### src/rtl/cordic_sum_sequencer_pkg.sv
`timescale 1ns/1ps
`default_nettype none
// ============================================================================
// Module   : cordic_sum_sequencer_pkg
// Purpose  : Shared types and constants for the CORDIC sum sequencer: FSM
//            state encoding, default wait timeout and IEEE-754 constants.
// Revision : 1.0 - initial release
// ============================================================================
package cordic_sum_sequencer_pkg;

  typedef enum logic [2:0] {
    S_IDLE   = 3'd0,
    S_FETCH  = 3'd1,
    S_CORDIC = 3'd2,
    S_ADD    = 3'd3,
    S_FINISH = 3'd4,
    S_FAULT  = 3'd5
  } state_e;

  localparam int          DEFAULT_TIMEOUT = 1023;

  localparam logic [31:0] FP_ZERO = 32'h0000_0000;
  localparam logic [31:0] FP_ONE  = 32'h3F80_0000;

endpackage : cordic_sum_sequencer_pkg
`default_nettype wire

### src/rtl/seq_watchdog.sv
`timescale 1ns/1ps
`default_nettype none
// ============================================================================
// Module   : seq_watchdog
// Purpose  : Wait-cycle counter for the sequencer. Counts every cycle while
//            clear is low and flags expiry once TIMEOUT cycles have been
//            spent waiting. Saturates so it can never wrap back to zero.
// Ports    : clk     - rising-edge clock
//            rst_n   - synchronous active-low reset
//            clear   - hold/restart the count at zero
//            expired - high on the TIMEOUT-th consecutive uncleared cycle
// Revision : 1.0 - initial release
// ============================================================================
module seq_watchdog
  import cordic_sum_sequencer_pkg::*;
#(
  parameter int TIMEOUT = DEFAULT_TIMEOUT
) (
  input  logic clk,
  input  logic rst_n,
  input  logic clear,
  output logic expired
);

  localparam int              CNT_W = (TIMEOUT < 2) ? 1 : $clog2(TIMEOUT + 1);
  // The count starts at 0 in the first waiting cycle, so the TIMEOUT-th
  // waiting cycle sees TIMEOUT-1.
  localparam logic [CNT_W-1:0] LIMIT = CNT_W'(TIMEOUT - 1);

  logic [CNT_W-1:0] count_q;
  logic [CNT_W-1:0] count_d;

  always_comb begin
    count_d = count_q;
    if (clear) begin
      count_d = '0;
    end else if (count_q != LIMIT) begin
      count_d = count_q + CNT_W'(1);
    end
  end

  always_ff @(posedge clk) begin
    if (!rst_n) begin
      count_q <= '0;
    end else begin
      count_q <= count_d;
    end
  end

  assign expired = (count_q == LIMIT);

endmodule : seq_watchdog
`default_nettype wire

### src/rtl/cordic_sum_sequencer.sv
`timescale 1ns/1ps
`default_nettype none
// ============================================================================
// Module   : cordic_sum_sequencer
// Purpose  : Sequences a job of len operands through an external CORDIC unit
//            and an external FP adder, accumulating acc = init_sum + sum f(x).
//            No arithmetic is done here; the sum comes only from add_result.
// Ports    : clk, rst_n            - clock, synchronous active-low reset
//            start, len, init_sum  - job request (sampled in IDLE only)
//            in_valid/in_ready/in_data            - operand stream
//            cordic_start/cordic_data/cordic_done/cordic_result - CORDIC
//            add_enable/add_dataa/add_datab/add_done/add_result  - FP adder
//            result, done, busy, error            - job status
// Revision : 1.0 - initial release
// ============================================================================
module cordic_sum_sequencer
  import cordic_sum_sequencer_pkg::*;
#(
  parameter int LEN_W   = 8,
  parameter int TIMEOUT = DEFAULT_TIMEOUT
) (
  input  logic             clk,
  input  logic             rst_n,
  input  logic             start,
  input  logic [LEN_W-1:0] len,
  input  logic [31:0]      init_sum,
  input  logic             in_valid,
  output logic             in_ready,
  input  logic [31:0]      in_data,
  output logic             cordic_start,
  output logic [31:0]      cordic_data,
  input  logic             cordic_done,
  input  logic [31:0]      cordic_result,
  output logic             add_enable,
  output logic [31:0]      add_dataa,
  output logic [31:0]      add_datab,
  input  logic             add_done,
  input  logic [31:0]      add_result,
  output logic [31:0]      result,
  output logic             done,
  output logic             busy,
  output logic             error
);

  state_e           state_q, state_d;
  logic [31:0]      acc_q, acc_d;
  logic [31:0]      result_q, result_d;
  logic [LEN_W-1:0] remcnt_q, remcnt_d;
  logic [31:0]      cordic_data_q, cordic_data_d;
  logic [31:0]      add_dataa_q, add_dataa_d;
  logic [31:0]      add_datab_q, add_datab_d;
  logic             cordic_start_q, cordic_start_d;
  logic             add_enable_q, add_enable_d;
  logic             done_q, done_d;

  logic             wd_clear;
  logic             wd_expired;

  // Next-state and datapath updates. Pulses default low so each is a
  // single registered cycle taken only on the transition that raises it.
  always_comb begin
    state_d        = state_q;
    acc_d          = acc_q;
    result_d       = result_q;
    remcnt_d       = remcnt_q;
    cordic_data_d  = cordic_data_q;
    add_dataa_d    = add_dataa_q;
    add_datab_d    = add_datab_q;
    cordic_start_d = 1'b0;
    add_enable_d   = 1'b0;
    done_d         = 1'b0;

    case (state_q)
      S_IDLE: begin
        if (start) begin
          acc_d    = init_sum;
          remcnt_d = len;
          state_d  = (len == '0) ? S_FINISH : S_FETCH;
        end
      end
      S_FETCH: begin
        if (in_valid) begin
          cordic_data_d  = in_data;
          cordic_start_d = 1'b1;
          state_d        = S_CORDIC;
        end
      end
      S_CORDIC: begin
        // A done arriving on the expiry cycle still counts.
        if (cordic_done) begin
          add_dataa_d  = cordic_result;
          add_datab_d  = acc_q;
          add_enable_d = 1'b1;
          state_d      = S_ADD;
        end else if (wd_expired) begin
          state_d = S_FAULT;
        end
      end
      S_ADD: begin
        if (add_done) begin
          acc_d    = add_result;
          remcnt_d = remcnt_q - LEN_W'(1);
          state_d  = (remcnt_q == LEN_W'(1)) ? S_FINISH : S_FETCH;
        end else if (wd_expired) begin
          state_d = S_FAULT;
        end
      end
      S_FINISH: begin
        result_d = acc_q;
        done_d   = 1'b1;
        state_d  = S_IDLE;
      end
      S_FAULT: begin
        state_d = S_FAULT;
      end
      default: begin
        state_d = S_IDLE;
      end
    endcase
  end

  always_ff @(posedge clk) begin
    if (!rst_n) begin
      state_q        <= S_IDLE;
      acc_q          <= FP_ZERO;
      result_q       <= FP_ZERO;
      remcnt_q       <= '0;
      cordic_data_q  <= FP_ZERO;
      add_dataa_q    <= FP_ZERO;
      add_datab_q    <= FP_ZERO;
      cordic_start_q <= 1'b0;
      add_enable_q   <= 1'b0;
      done_q         <= 1'b0;
    end else begin
      state_q        <= state_d;
      acc_q          <= acc_d;
      result_q       <= result_d;
      remcnt_q       <= remcnt_d;
      cordic_data_q  <= cordic_data_d;
      add_dataa_q    <= add_dataa_d;
      add_datab_q    <= add_datab_d;
      cordic_start_q <= cordic_start_d;
      add_enable_q   <= add_enable_d;
      done_q         <= done_d;
    end
  end

  // Restart the wait count on every state change so CORDIC->ADD starts
  // from zero too, and keep it parked outside the two waiting states.
  assign wd_clear = ((state_q != S_CORDIC) && (state_q != S_ADD)) ||
                    (state_d != state_q);

  seq_watchdog #(
    .TIMEOUT (TIMEOUT)
  ) u_watchdog (
    .clk     (clk),
    .rst_n   (rst_n),
    .clear   (wd_clear),
    .expired (wd_expired)
  );

  assign in_ready     = (state_q == S_FETCH);
  assign busy         = (state_q != S_IDLE);
  assign error        = (state_q == S_FAULT);
  assign result       = result_q;
  assign done         = done_q;
  assign cordic_start = cordic_start_q;
  assign cordic_data  = cordic_data_q;
  assign add_enable   = add_enable_q;
  assign add_dataa    = add_dataa_q;
  assign add_datab    = add_datab_q;

endmodule : cordic_sum_sequencer
`default_nettype wire

### config.mk
export PLATFORM = sky130hd
export DESIGN_NAME = cordic_sum_sequencer
export DESIGN_NICKNAME = d
export VERILOG_FILES = /design/src/rtl/cordic_sum_sequencer_pkg.sv /design/src/rtl/seq_watchdog.sv /design/src/rtl/cordic_sum_sequencer.sv
export SDC_FILE = /design/constraint.sdc
export NUM_CORES = 1
export LEC_CHECK = 0
export BUFFER_PORTS_ARGS = -buffer_cell sky130_fd_sc_hd__buf_4
export CORE_MARGIN = 1.5
export CORE_UTILIZATION = 45
export DETAILED_ROUTE_END_ITERATION = 6
export GPL_TIMING_DRIVEN = 0
export PLACE_DENSITY_LB_ADDON = 0.15
export SLEW_MARGIN = 20
export SYNTH_ARGS = -nofsm -noshare
export SYNTH_HDL_FRONTEND = slang
export SYNTH_SLANG_ARGS = --single-unit
### constraint.sdc
create_clock -name clk -period 1.81 [get_ports clk]
set_clock_uncertainty 0.05 [all_clocks]
set_input_delay 0.181 -clock clk [delete_from_list [all_inputs] [get_ports clk]]
set_output_delay 0.181 -clock clk [all_outputs]
set_load 0.005 [all_outputs]
==> impl_metrics.env, run 1 <==
export IMPL_status="complete, but fails checks"
export IMPL_violations="negative hold slack, negative setup slack"
export IMPL_dp_cells=1407
export IMPL_end_kind="flop"
export IMPL_worstPathMaxFanout=8
export IMPL_cts_buffers=17
export IMPL_setup_viol_count_final=1
export IMPL_overflow=0
export IMPL_comb_power_share_pct=18.8
export IMPL_start_util_pct=46.4
export IMPL_synth_ff_type="dfxtp_1"
export IMPL_fp_row_count=46
export IMPL_post_route_util_pct=73.7
export IMPL_path_class="flop to flop"
export IMPL_layoutNonFillerInstCount=1545
export IMPL_area_growth_pct=58.8
export IMPL_cts_tree="done"
export IMPL_crit_required_ps=2090
export IMPL_async_reset_ff_share_pct=0
export IMPL_rsz0062_at_grt="yes"
export IMPL_place_area_um2=9760
export IMPL_maxSlewHeadroom_pct=49.0
export IMPL_coreArea_um2=16000
export IMPL_whs_ps=-1.63
export IMPL_drv_slew=0
export IMPL_startpoint_type="flop"
export IMPL_nNetsFinal=1462
export IMPL_ys_seq_elements=184
export IMPL_first_pass_iters=5
export IMPL_setup_slack_ps=-45.7
export IMPL_clock_root_buffer="clkbuf_16"
export IMPL_p_leak_nw=4.81
export IMPL_viasPerCell=5.27
export IMPL_postSynthCellCount=916
export IMPL_clk_pin_slew_worst_paths_ps=70
export IMPL_net_switching_power_mw=2.68
export IMPL_period_minus_slack_ps=1860
export IMPL_seq_power_share_pct=44.3
export IMPL_synth_edf_count=0
export IMPL_cts_sinks=184
export IMPL_swShare_pct=26.7
export IMPL_crit_arrival_ps=2140
export IMPL_ir_worst_vdd_mv=0.738
export IMPL_synth_nets=1062
export IMPL_fmaxAchievable_mhz=539
export IMPL_hp_class="input pin to flop"
export IMPL_slowest_delay_ps=410
export IMPL_grt_pass1_vias=7741
export IMPL_drcViolationCount=0
export IMPL_crit_path_frequent_cell="buf_6"
export IMPL_crit_chain="buf_6, or3b_4, a21oi_4, buf_6, clkbuf_16, nor2_2, a311oi_2"
export IMPL_finalPower_mw=10.0
export IMPL_place_ws_ps=-474
export IMPL_htree_levels=4
export IMPL_synth_cell_area_um2=7430
export IMPL_final_cell_area_um2=11800
export IMPL_drtIter0Drc=552
export IMPL_die_h_um=131
export IMPL_vias=8143
export IMPL_ant_nets=0
export IMPL_final_common_cell="nand2_1"
export IMPL_die_area_um2=17300
export IMPL_synthDistinctLibCells=51
export IMPL_wire_per_inst_um=17.1
export IMPL_min_period_over_period_pct=103
export IMPL_p_int_mw=7.36
export IMPL_synth_seq_area_share_pct=49.6
export IMPL_dp_hpwl_um=17500
export IMPL_yosys_warnings=0
export IMPL_routabilityCongestion=0.863
export IMPL_drive_gt1_share_pct=34.1
export IMPL_grt_pass1_wl_um=40200
export IMPL_grt_max_degree=17
export IMPL_layout_common_cells="336 x nand2_1, 290 x buf_4, 180 x dfxtp_1"
export IMPL_antenna_found_initial=0
export IMPL_fp_dieW_um=131
export IMPL_synth_area_per_cell_um2=8.11
export IMPL_cts_max_path_buffers=2
export IMPL_slowest_stage="or3b_4"
export IMPL_power_density_nw_per_um2=851
export IMPL_track_usage_pct=29.1
export IMPL_ios=276
export IMPL_clkLatencyLatePin_ps=430
export IMPL_drv_cap=0
export IMPL_final_hold_viol_count=2
export IMPL_drt_total_wl_um=26400
export IMPL_pwr_share_clk_pct=36.9
export IMPL_port_buffers=275
export IMPL_tightest_slew_ps=758
export IMPL_diodes=0
==> cell families (layout without fill, tap and decap cells) <==
| group | after synthesis | after routing | synth area share, % |
|---|---|---|---|
| buffers and inverters | 74 | 486 | 4.60 |
| and+or+nand+nor | 440 | 440 | 24.5 |
| muxes | 6 | 6 | 0.842 |
| DFF | 184 | 184 | 49.6 |
| xor gates and xnor gates | 1 | 1 | 0.118 |
| AOI/OAI and AO/OA | 207 | 208 | 19.7 |
| adders and majority gates | 4 | 4 | 0.674 |
==> Yosys cell counts, types with 2 or more instances <==
| master | n | area [um^2] |
|---|---|---|
| or3_1 | 2 | 12.5 |
| nand4b_1 | 2 | 17.5 |
| and2_1 | 4 | 25.0 |
| inv_1 | 5 | 18.8 |
| and3_1 | 2 | 12.5 |
| mux2_2 | 2 | 22.5 |
| nand2b_1 | 4 | 25.0 |
| nor3b_1 | 3 | 22.5 |
| a211oi_1 | 2 | 15.0 |
| nand3_1 | 7 | 35.0 |
| mux2i_1 | 4 | 40.0 |
| nor4_1 | 3 | 18.8 |
| nor3_1 | 9 | 45.0 |
| o211ai_1 | 3 | 22.5 |
| nand4_1 | 6 | 37.5 |
| o21ai_0 | 10 | 50.1 |
| buf_4 | 3 | 22.5 |
| a31oi_1 | 4 | 25.0 |
| buf_6 | 4 | 45.0 |
| buf_2 | 18 | 90.1 |
| a21oi_1 | 141 | 706 |
| ha_1 | 4 | 50.1 |
| nor2_1 | 46 | 173 |
| nand4bb_1 | 2 | 22.5 |
| a311oi_2 | 33 | 495 |
| clkbuf_1 | 43 | 161 |
| a21o_1 | 4 | 30.0 |
| nand2_1 | 337 | 1260 |
| dfxtp_1 | 184 | 3680 |
| and4_1 | 2 | 17.5 |
| or4_1 | 2 | 15.0 |
| nor4b_1 | 2 | 17.5 |
==> power groups by stage <==
stage | clock [mW] | sequential [mW] | combinational (mW)
2_1_floorplan | 0 | 4.47 | 0.824
3_3_place_gp | 0 | 4.50 | 1.42
3_5_place_dp | 0 | 4.51 | 1.44
4_1_cts | 3.73 | 4.42 | 1.68
5_1_grt | 3.91 | 4.47 | 2.02
6_report | 3.71 | 4.45 | 1.89
==> worst max-delay path, delay by kind of cell (launching register included) <==
family | cells | cell delay [ps]
AO/OA/AOI/OAI | 2 | 490
AND/OR/NAND/NOR | 2 | 450
flip-flops | 1 | 330
buffers and inverters | 3 | 450
==> worst paths after layout <==
kind | slack, ps | end | depth (start not counted) | startpoint
max reg2reg | -50 | acc_q[9] | 7 | state_q[0]
min | -2 | acc_q[19] | 3 | init_sum[19]
min reg2reg | 410 | result[1] | 2 | result[1]
max | -50 | acc_q[9] | 7 | state_q[0]
==> routing by layer <==
metal  wire (um)  part of all wire [%]  GRT usage, %
met5           0                     0             0
met4        1080                   4.1          13.3
met3        1550                   5.9          5.90
met2       12800                    48          48.7
met1       11000                    42          36.2
==> per-stage QoR <==
step,TNS (ps),hold WS [ps]
after floorplan,-6.25,264
after global placement,-29000,376
after detailed placement,-33270,387
after CTS,-13.6,0.340
after global routing,-992,3.29
final,-45.7,-1.63
==> registers in the layout (all words and copies together), names as in the netlist <==
| register | count |
|---|---|
| cordic_data | 32 |
| add_dataa | 32 |
| acc_q | 32 |
| remcnt_q | 8 |
| done | 1 |
| add_datab | 32 |
| add_enable | 1 |
| cordic_start | 1 |
| state_q | 3 |
| u_watchdog.count_q | 10 |
| result | 32 |
==> timing repair <==
| action | 4_1_cts | 5_1_grt |
|---|---|---|
| pin swaps | 6 | 35 |
| buffers inserted | 9 | 5 |
| endpoints found under the setup margin | 177 | 165 |
| hold buffers | 88 | 3 |
| endpoints found under the hold margin | 82 | 2 |
| gates cloned | 1 | 3 |
| gates resized for setup | 47 | 65 |
==> cell type report <==
| type | instances | area [um^2] |
|---|---|---|
| well taps | 216 | 270 |
| plain buffers | 65 | 412 |
| repair buffers | 383 | 3170 |
| fillers | 1185 | 4200 |
| clock inverters | 11 | 123 |
| flip-flops and latches | 184 | 3690 |
| inverters | 6 | 26.3 |
| multi-input cells | 659 | 3640 |
| clock buffers | 21 | 470 |
No activity file was read; power rests on OpenSTA's default activity.
==> run 2: changes to the inputs <==
SKIP_LAST_GASP = 1   (was unset)
==> run 2 against run 1 <==
Against the previous run: the flow still finishes with violations (negative hold slack, negative setup slack); critical path depth did not move; global-route usage barely moved; worst hold slack barely moved; highest routed layer unchanged.
==> impl_metrics.env, run 2 (same netlist as run 1, synthesis figures left out) <==
export IMPL_status="complete, but fails checks"
export IMPL_violations="negative hold slack, negative setup slack"
export IMPL_final_common_cell="nand2_1"
export IMPL_nNetsFinal=1462
export IMPL_fp_dieW_um=131
export IMPL_nFillCells=1189
export IMPL_clock_root_buffer="clkbuf_16"
export IMPL_cts_sinks=184
export IMPL_net_switching_power_mw=2.68
export IMPL_ir_worst_vdd_mv=0.743
export IMPL_p_leak_nw=4.80
export IMPL_diodes=0
export IMPL_dp_cells=1407
export IMPL_drv_cap=0
export IMPL_fin_setup_tns_ps=-17.0
export IMPL_port_buffers=275
export IMPL_setup_viol_count_final=1
export IMPL_rsz0062_at_grt="yes"
export IMPL_seq_power_share_pct=44.3
export IMPL_whs_ps=-1.85
export IMPL_layout_common_cells="336 x nand2_1, 289 x buf_4, 180 x dfxtp_1"
export IMPL_maxSlewHeadroom_pct=49.9
export IMPL_ant_nets=0
export IMPL_slowest_delay_ps=410
export IMPL_drv_slew=0
export IMPL_die_area_um2=17300
export IMPL_met3_usage_pct=6.06
export IMPL_clk_pin_slew_worst_paths_ps=70
export IMPL_crit_chain="buf_6, or3b_4, a21oi_4, buf_6, clkbuf_16, nor2_2, a311oi_2"
export IMPL_drive_gt1_share_pct=33.4
export IMPL_area_growth_pct=58.4
export IMPL_final_hold_viol_count=2
export IMPL_fmaxAchievable_mhz=547
export IMPL_grt_pass1_vias=7740
export IMPL_cts_buffers=17
export IMPL_setup_slack_ps=-17.0
export IMPL_finalPower_mw=10.0
export IMPL_tightest_slew_ps=744
export IMPL_pwr_share_clk_pct=37.0
export IMPL_cts_max_path_buffers=2
export IMPL_swShare_pct=26.7
export IMPL_dp_hpwl_um=17500
export IMPL_worstPathMaxFanout=8
export IMPL_crit_arrival_ps=2110
export IMPL_met2_usage_pct=48.9
export IMPL_slowest_stage="or3b_4"
export IMPL_antenna_found_initial=0
export IMPL_met1_usage_pct=35.9
export IMPL_path_class="flop to flop"
export IMPL_clkLatencyLatePin_ps=430
export IMPL_die_h_um=131
export IMPL_power_density_nw_per_um2=853
export IMPL_htree_levels=4
export IMPL_cts_tree="done"
export IMPL_routabilityCongestion=0.863
export IMPL_track_usage_pct=29.1
export IMPL_p_int_mw=7.36
export IMPL_coreArea_um2=16000
export IMPL_drtIter0Drc=517
export IMPL_vias=8168
export IMPL_place_ws_ps=-474
export IMPL_viasPerCell=5.29
export IMPL_wire_per_inst_um=17.0
export IMPL_grt_pass1_wl_um=40100
export IMPL_crit_path_frequent_cell="buf_6"
export IMPL_first_pass_iters=5
export IMPL_drt_total_wl_um=26200
export IMPL_final_cell_area_um2=11800
export IMPL_start_util_pct=46.4
export IMPL_place_area_um2=9760
export IMPL_startpoint_type="flop"
export IMPL_end_kind="flop"
export IMPL_comb_power_share_pct=18.7
export IMPL_grt_max_degree=17
export IMPL_hp_class="input pin to flop"
export IMPL_min_period_over_period_pct=101
export IMPL_period_minus_slack_ps=1830
export IMPL_drcViolationCount=0
export IMPL_overflow=0
export IMPL_crit_required_ps=2100
export IMPL_fp_row_count=46
export IMPL_ios=276
export IMPL_busiest_layer="met2"
export IMPL_layoutNonFillerInstCount=1545
## run 2: cell count changes in the layout (fill, tap and decap cells not counted), sizes merged
| cell | previous run | this run |
|---|---|---|
| buf | 316 | 315 |
| clkbuf | 62 | 63 |
## run 2: worst paths after layout
kind,startpoint,to,slack (ps),depth (start not counted)
max,state_q[0],acc_q[9],-20,7
min,init_sum[19],acc_q[19],-2,3
max reg2reg,state_q[0],acc_q[9],-20,7
min reg2reg,result[0],result[0],410,2
## run 2: metal layers
layer / vias to the layer above / routed length, um
li1: 3908 / -
met1: 3859 / 10800
met2: 336 / 12900
met3: 65 / 1650
met4: 0 / 889
met5: - / 0
## run 2: metrics by stage
step                util, %  hold slack, ps
global placement       61.0             376
global route           73.6            2.76
CTS                    71.5           0.340
floorplan                 -             264
finish                 73.6           -1.85
detailed placement     61.0             387
## run 2: final cells by class
type | count | area [um^2] | share of cell area (%)
Clock inverter | 11 | 123 | 1.04
Tap cell | 216 | 270 | 2.30
Timing Repair Buffer | 383 | 3170 | 26.9
Multi-Input combinational cell | 659 | 3610 | 30.7
Sequential cell | 184 | 3690 | 31.3
Buffer | 65 | 412 | 3.50
Inverter | 6 | 26.3 | 0.223
Clock buffer | 21 | 470 | 4.00
## run 2: worst max-delay path: cells and delay by family, from the launching register on
kind                   cells  cell delay, ps
AO/OA/AOI/OAI              2             470
flip-flops                 1             330
buffers and inverters      3             430
AND/OR/NAND/NOR            2             440
## run 2: power groups by stage
stage	Combinational [mW]	Clock (mW)	Sequential, mW
finish	1.88	3.72	4.44
global placement	1.42	0	4.50
global route	2.01	3.91	4.46
CTS	1.67	3.73	4.42
floorplan	0.824	0	4.47
detailed placement	1.44	0	4.51
## run 2: repair_timing
action | CTS | global route
gates cloned | 1 | 3
setup buffers | 9 | 5
hold buffers | 88 | 3
resized for setup | 43 | 59
hold endpoints to repair | 82 | 2
setup endpoints to repair | 177 | 171
pin swaps | 5 | 36
